## src/rtl/prod_accum_pkg.sv

```systemverilog
// Shared types and constants for the prod_accum reduction stage.
package prod_accum_pkg;

  localparam int DEF_WIDTH   = 32;
  localparam int DEF_N_LANES = 5;

  typedef enum logic [1:0] {
    IDLE = 2'd0,
    ACC  = 2'd1,
    DONE = 2'd2
  } state_t;

  localparam logic [DEF_WIDTH-1:0] SAT_MAX = {1'b0, {(DEF_WIDTH-1){1'b1}}};
  localparam logic [DEF_WIDTH-1:0] SAT_MIN = {1'b1, {(DEF_WIDTH-1){1'b0}}};

endpackage

```

## src/rtl/prod_accum_if.sv

```systemverilog
// Batch input / result output bundle between the multiplier top and prod_accum.
interface prod_accum_if
  import prod_accum_pkg::*;
#(
  parameter int N_LANES = DEF_N_LANES,
  parameter int WIDTH   = DEF_WIDTH
);
  logic [N_LANES*WIDTH-1:0] x_in;
  logic                     in_valid;
  logic                     acc_clr;
  logic [WIDTH-1:0]         sum_out;
  logic                     valid;
  logic                     busy;
  logic                     drop;
  logic                     sat;

  modport master (
    output x_in, in_valid, acc_clr,
    input  sum_out, valid, busy, drop, sat
  );

  modport slave (
    input  x_in, in_valid, acc_clr,
    output sum_out, valid, busy, drop, sat
  );
endinterface

```

## src/rtl/prod_accum_sat_add.sv

```systemverilog
// Combinational signed adder with overflow flag; clamps to the signed range
// when PROD_ACCUM_SAT_EN is defined, otherwise wraps.
module sat_add
  import prod_accum_pkg::*;
#(
  parameter int WIDTH = DEF_WIDTH
) (
  input  logic [WIDTH-1:0] a,
  input  logic [WIDTH-1:0] b,
  output logic [WIDTH-1:0] sum,
  output logic             ovf
);
  logic [WIDTH-1:0] raw;

  assign raw = a + b;
  assign ovf = (a[WIDTH-1] == b[WIDTH-1]) && (raw[WIDTH-1] != a[WIDTH-1]);

`ifdef PROD_ACCUM_SAT_EN
  // Top bits of the package extremes give the extremes for any narrower width.
  localparam logic [WIDTH-1:0] MAX_V = SAT_MAX[DEF_WIDTH-1 -: WIDTH];
  localparam logic [WIDTH-1:0] MIN_V = SAT_MIN[DEF_WIDTH-1 -: WIDTH];
  assign sum = !ovf ? raw : (a[WIDTH-1] ? MIN_V : MAX_V);
`else
  assign sum = raw;
`endif
endmodule

```

## src/rtl/prod_accum.sv

```systemverilog
// Sequential lane-by-lane reducer with a one-entry pending slot.
// Saturating additions when PROD_ACCUM_SAT_EN is defined; wrapping otherwise.
//   state | meaning
//   IDLE  | waiting for a batch (or a batch parked in the pending slot)
//   ACC   | adding lane[idx] into acc, one lane per cycle
//   DONE  | result valid on sum_out; chain the pending batch if present
module prod_accum
  import prod_accum_pkg::*;
#(
  parameter int N_LANES = DEF_N_LANES,
  parameter int WIDTH   = DEF_WIDTH
) (
  input  logic        clk,
  input  logic        reset,
  prod_accum_if.slave bus
);
  localparam int IDX_W = $clog2(N_LANES);
  localparam logic [IDX_W-1:0] LAST_IDX = IDX_W'(N_LANES - 1);
`ifdef PROD_ACCUM_SAT_EN
  localparam logic SAT_EN = 1'b1;
`else
  localparam logic SAT_EN = 1'b0;
`endif

  state_t                   state_q, state_d;
  logic [N_LANES*WIDTH-1:0] lane_q, lane_d;
  logic [N_LANES*WIDTH-1:0] pend_x_q, pend_x_d;
  logic [N_LANES*WIDTH-1:0] cap_x;
  logic [WIDTH-1:0]         acc_q, acc_d;
  logic [WIDTH-1:0]         sum_q, sum_d;
  logic [WIDTH-1:0]         add_b, add_sum;
  logic [IDX_W-1:0]         idx_q, idx_d;
  logic                     pend_full_q, pend_full_d;
  logic                     pend_clr_q, pend_clr_d;
  logic                     drop_q, drop_d;
  logic                     sat_q, sat_d;
  logic                     add_ovf;
  logic                     cap, cap_clr;

  assign add_b = lane_q[idx_q*WIDTH +: WIDTH];

  sat_add #(.WIDTH(WIDTH)) u_sat_add (
    .a   (acc_q),
    .b   (add_b),
    .sum (add_sum),
    .ovf (add_ovf)
  );

  always_comb begin
    state_d     = state_q;
    lane_d      = lane_q;
    acc_d       = acc_q;
    idx_d       = idx_q;
    sum_d       = sum_q;
    pend_full_d = pend_full_q;
    pend_x_d    = pend_x_q;
    pend_clr_d  = pend_clr_q;
    drop_d      = drop_q;
    sat_d       = sat_q;
    cap         = 1'b0;
    cap_x       = pend_x_q;
    cap_clr     = pend_clr_q;

    unique case (state_q)
      IDLE: begin
        if (pend_full_q) begin
          cap         = 1'b1;
          pend_full_d = 1'b0;
        end else if (bus.in_valid) begin
          cap     = 1'b1;
          cap_x   = bus.x_in;
          cap_clr = bus.acc_clr;
        end
      end
      ACC: begin
        acc_d = add_sum;
        sat_d = sat_q | (add_ovf & SAT_EN);
        idx_d = idx_q + 1'b1;
        if (idx_q == LAST_IDX) begin
          state_d = DONE;
          sum_d   = add_sum;
          idx_d   = '0;
        end
      end
      DONE: begin
        if (pend_full_q) begin
          cap         = 1'b1;
          pend_full_d = 1'b0;
        end else begin
          state_d = IDLE;
        end
      end
      default: state_d = IDLE;
    endcase

    if (cap) begin
      lane_d  = cap_x;
      acc_d   = cap_clr ? '0 : sum_q;
      idx_d   = '0;
      state_d = ACC;
      if (cap_clr) begin
        drop_d = 1'b0;
        sat_d  = 1'b0;
      end
    end

    // A discard on the same edge as a clearing capture leaves drop set.
    if (bus.in_valid) begin
      if (state_q != IDLE && pend_full_q) begin
        drop_d = 1'b1;
      end else if (state_q != IDLE || pend_full_q) begin
        pend_full_d = 1'b1;
        pend_x_d    = bus.x_in;
        pend_clr_d  = bus.acc_clr;
      end
    end
  end

  always_ff @(posedge clk or negedge reset) begin
    if (!reset) begin
      state_q     <= IDLE;
      lane_q      <= '0;
      acc_q       <= '0;
      idx_q       <= '0;
      sum_q       <= '0;
      pend_full_q <= 1'b0;
      pend_x_q    <= '0;
      pend_clr_q  <= 1'b0;
      drop_q      <= 1'b0;
      sat_q       <= 1'b0;
    end else begin
      state_q     <= state_d;
      lane_q      <= lane_d;
      acc_q       <= acc_d;
      idx_q       <= idx_d;
      sum_q       <= sum_d;
      pend_full_q <= pend_full_d;
      pend_x_q    <= pend_x_d;
      pend_clr_q  <= pend_clr_d;
      drop_q      <= drop_d;
      sat_q       <= sat_d;
    end
  end

  assign bus.sum_out = sum_q;
  assign bus.valid   = (state_q == DONE);
  assign bus.busy    = (state_q != IDLE);
  assign bus.drop    = drop_q;
  assign bus.sat     = sat_q;
endmodule

```

## src/flat_wrapper.sv

```systemverilog
// flat-port wrapper written by rule: the top's interface ports become plain ports
module prod_accum_flat import prod_accum_pkg::*;
#(
  parameter int N_LANES = DEF_N_LANES,
  parameter int WIDTH   = DEF_WIDTH
)
  (clk, reset, bus_x_in, bus_in_valid, bus_acc_clr, bus_sum_out, bus_valid, bus_busy, bus_drop, bus_sat);
  prod_accum_if #(.N_LANES(N_LANES), .WIDTH(WIDTH)) bus_i ();
  input  logic clk;
  input  logic reset;
  input wire logic [$bits(bus_i.x_in)-1:0] bus_x_in;
  input wire logic [$bits(bus_i.in_valid)-1:0] bus_in_valid;
  input wire logic [$bits(bus_i.acc_clr)-1:0] bus_acc_clr;
  output wire logic [$bits(bus_i.sum_out)-1:0] bus_sum_out;
  output wire logic [$bits(bus_i.valid)-1:0] bus_valid;
  output wire logic [$bits(bus_i.busy)-1:0] bus_busy;
  output wire logic [$bits(bus_i.drop)-1:0] bus_drop;
  output wire logic [$bits(bus_i.sat)-1:0] bus_sat;
  assign bus_i.x_in = bus_x_in;
  assign bus_i.in_valid = bus_in_valid;
  assign bus_i.acc_clr = bus_acc_clr;
  assign bus_sum_out = bus_i.sum_out;
  assign bus_valid = bus_i.valid;
  assign bus_busy = bus_i.busy;
  assign bus_drop = bus_i.drop;
  assign bus_sat = bus_i.sat;
  prod_accum #(.N_LANES(N_LANES), .WIDTH(WIDTH)) u_core (.clk(clk), .reset(reset), .bus(bus_i));
endmodule
```

## config.mk

```make
export PLATFORM = sky130hd
export DESIGN_NAME = prod_accum_flat
export DESIGN_NICKNAME = d
export VERILOG_FILES = /design/src/rtl/prod_accum_pkg.sv /design/src/rtl/prod_accum_if.sv /design/src/rtl/prod_accum_sat_add.sv /design/src/rtl/prod_accum.sv /design/src/flat_wrapper.sv
export SDC_FILE = /design/constraint.sdc
export NUM_CORES = 1
export LEC_CHECK = 0
export BUFFER_PORTS_ARGS = -buffer_cell sky130_fd_sc_hd__clkbuf_2
export CAP_MARGIN = 10
export CORE_ASPECT_RATIO = 0.9
export CORE_MARGIN = 2
export CORE_UTILIZATION = 29
export CTS_CLUSTER_DIAMETER = 40
export DETAILED_ROUTE_END_ITERATION = 10
export PLACE_DENSITY_LB_ADDON = 0.12
export SLEW_MARGIN = 20
export SYNTH_ARGS = -nofsm -noshare
export SYNTH_HDL_FRONTEND = slang
export SYNTH_HIERARCHICAL = 1
export SYNTH_SLANG_ARGS = --single-unit
```

## constraint.sdc

```tcl
create_clock -name clk -period 3.4 [get_ports clk]
set_input_delay 0.17 -clock clk [delete_from_list [all_inputs] [get_ports clk]]
set_output_delay 0.17 -clock clk [all_outputs]
set_load 0.02 [all_outputs]
```

==> flow_summary.yaml <==
run_status:
  status: "finished, violations left"
  violations: "setup timing"
timing:
  rsz0062_at_grt: "true"
  maxSlewViolCount: 0
  worstMarginPinSlew_ps: 793
  tns_ps: -1630
  skew_ps: 21.2
  min_period_over_period_pct: 105
  finalCriticalPeriod_ps: 3580
  worst_slack_ps: -185
  hold_viol: 0
  fmax_ghz: 0.279
  setup_viol: 23
  maxSlewHeadroom_pct: 47.2
  holdWs_ps: 215
global_route:
  grt_max_degree: 177
  grt_first_pass_wirelength_microns: 94200
  antenna_found_initial: 4
  first_global_vias: 15600
  grtUsageTotal_pct: 17.5
  overflow: 0
placed_design:
  gp_congestion: 0.840
  pre_cts_ws_ps: -317
  port_buffers: 198
  dpl.cell_count: 2796
  dp_hpwl_microns: 41000
clocking:
  cts_tree: "done"
  cts_buffer_depth: 3
  h-tree-depth: 3
  insertion_delay_ps: 610
  numClockSinks: 392
  root_buffer: "clkbuf_16"
  clk_pin_slew_ps: 50
  cts-buffers-inserted: 79
critical_path:
  end_kind: "flip-flop"
  cp_data_required_time_ps: 3880
  crit_top_cell: "buf_6"
  worst_path_largest_cell_delay_ps: 400
  start_kind: "flip-flop"
  cp_slowest_cell: "dfrtp_2"
  crit_fanout: 4
  worst_ep_arrival_time_ps: 4070
  path_class: "reg -> reg"
  cp_cell_sequence: "buf_6 > buf_12 > buf_8 > buf_6 > mux2i_1 > nor2_1 > a21oi_1 > o22ai_1 > ha_1 > buf_4 > buf_6 > nand4_1 > o221ai_4 > a31oi_4 > a2bb2oi_4 > a311oi_2 > o21ai_1 > xor2_1 > mux2_2"
route:
  met3_length_microns: 2520
  drt-initial-drc-count: 807
  wl_per_cell_microns: 19.4
  dr.max_layer_used: "met5"
  drt-met1-wl_microns: 28300
  via_per_inst: 4.67
  route.met2.wl_microns: 28500
  ant_nets: 0
  routed_wl_microns: 60900
  drc: 0
  drtPass1Iterations: 5
  vias: 14600
power_and_ir_drop:
  power.leakage_nw: 12.5
  powerDensity_nw_per_um2: 1270
  ir_worst_vdd_v: 0.000796
layout:
  postLayoutCoreUtil_pct: 41.9
  instances_no_fill: 3138
  fill_cells: 6369
  synthToLayoutAreaGrowth_pct: 43.5
  final_nets: 2395
  layout-drive-gt1-share_pct: 37.6
logic_synthesis:
  ys_warn_count: 6
  syn_area_per_cell_sq_um: 11.6
  syn_nets: 1882
  syn_inst: 1684
  syn_area_sq_um: 19500
floorplan:
  start_util_pct: 29.2
  fp-row-count: 90
  die_w_microns: 278
  ios: 200
  core_sq_um: 66900
  die-area_sq_um: 69500
  die_h_microns: 250
job:
  maxCapViolCount: 0
worst_hold_path:
  hp-class: "in -> async"
-- critical path: cells and delay by family, from the launching register on --
family / cells / cell delay, ps
AO/OA/AOI/OAI: 7 / 1140
flip-flops: 1 / 400
adder cells (fa/ha/maj): 1 / 360
AND/OR/NAND/NOR: 2 / 180
buffers and inverters: 6 / 770
XOR/XNOR: 1 / 180
multiplexers: 2 / 410
-- per-layer routing --
layer,up-vias,track usage [%]
met5,-,0
met4,6,5.42
met3,105,3.57
met2,244,28.1
met1,7198,23.8
li1,7096,-
-- layout by cell type, fill, tap and decap left out, types with 11 or more instances in the layout --
master         count
dfrtp_1          390
nand2_1          215
mux2i_1          214
clkbuf_2         197
dlygate4sd3_1    163
buf_4            147
mux2_2           110
o21ai_1          105
o21ai_0           92
mux2_4            83
clkbuf_16         82
nor2_1            34
a21oi_1           29
a21oi_2           26
a2bb2oi_1         26
ha_1              25
o22ai_1           21
buf_12            21
a21o_1            20
buf_6             16
bufinv_16         12
clkinvlp_4        11
-- sequential cells by signal (all words and copies together) (netlist names) --
name                count
u_core/pend_x_q       160
u_core/bus.drop         1
u_core/acc_q           32
u_core/lane_q         160
u_core/state_q          2
u_core/bus.sum_out     32
u_core/pend_full_q      1
u_core/pend_clr_q       1
u_core/idx_q            3
-- repair_timing --
| action | CTS | global route |
|---|---|---|
| hold buffers | 163 | 0 |
| setup endpoints to repair | 34 | 40 |
| pin swaps | 67 | 75 |
| gates resized for setup | 103 | 78 |
| cloned | 2 | 0 |
| hold endpoints to repair | 407 | 0 |
| buffers inserted | 18 | 14 |
-- power by group --
part | internal [mW] | switching (mW) | leakage [nW]
Sequential | 7.13 | 1.49 | 4.70
Combinational | 9.26 | 9.50 | 6.42
Clock | 5.56 | 2.69 | 1.37
-- worst paths after layout --
kind                                                startpoint                            endpoint  slack (ps)  cells past startpoint
min in group clk                                 bus_x_in[149]    u_core/pend_x_q[149]$_DFFE_PN0P_         350                      3
worst max register to register     u_core/idx_q[2]$_DFFE_PN0P_  u_core/bus.sum_out[29]$_DFFE_PN0P_        -180                     19
worst max-delay path               u_core/idx_q[2]$_DFFE_PN0P_  u_core/bus.sum_out[29]$_DFFE_PN0P_        -180                     19
max in group asynchronous                                reset       u_core/lane_q[86]$_DFFE_PN0P_        2120                      3
worst min-delay path                                     reset    u_core/pend_x_q[149]$_DFFE_PN0P_         220                      2
worst min register to register  u_core/lane_q[119]$_DFFE_PN0P_      u_core/lane_q[119]$_DFFE_PN0P_         470                      2
-- through the flow --
stage                     power [mW]  area (sq um)
after floorplan                 18.7         19600
after global placement          24.5         22400
after detailed placement        24.7         22400
after CTS                       34.8         27600
after global routing            38.1         28000
final                           35.6         28000
-- final cells by class --
type	instances	area, sq um	share of cell area (%)
Inverter	6	22.5	0.0803
Clock buffer	98	2210	7.89
Multi-Input combinational cell	1166	9790	34.9
Sequential cell	392	9810	35.0
Timing Repair Buffer	552	4470	15.9
Clock inverter	49	641	2.28
Tap cell	874	1090	3.90
Antenna cell	1	2.50	0.00892
Power figures use the tool's default switching activity.
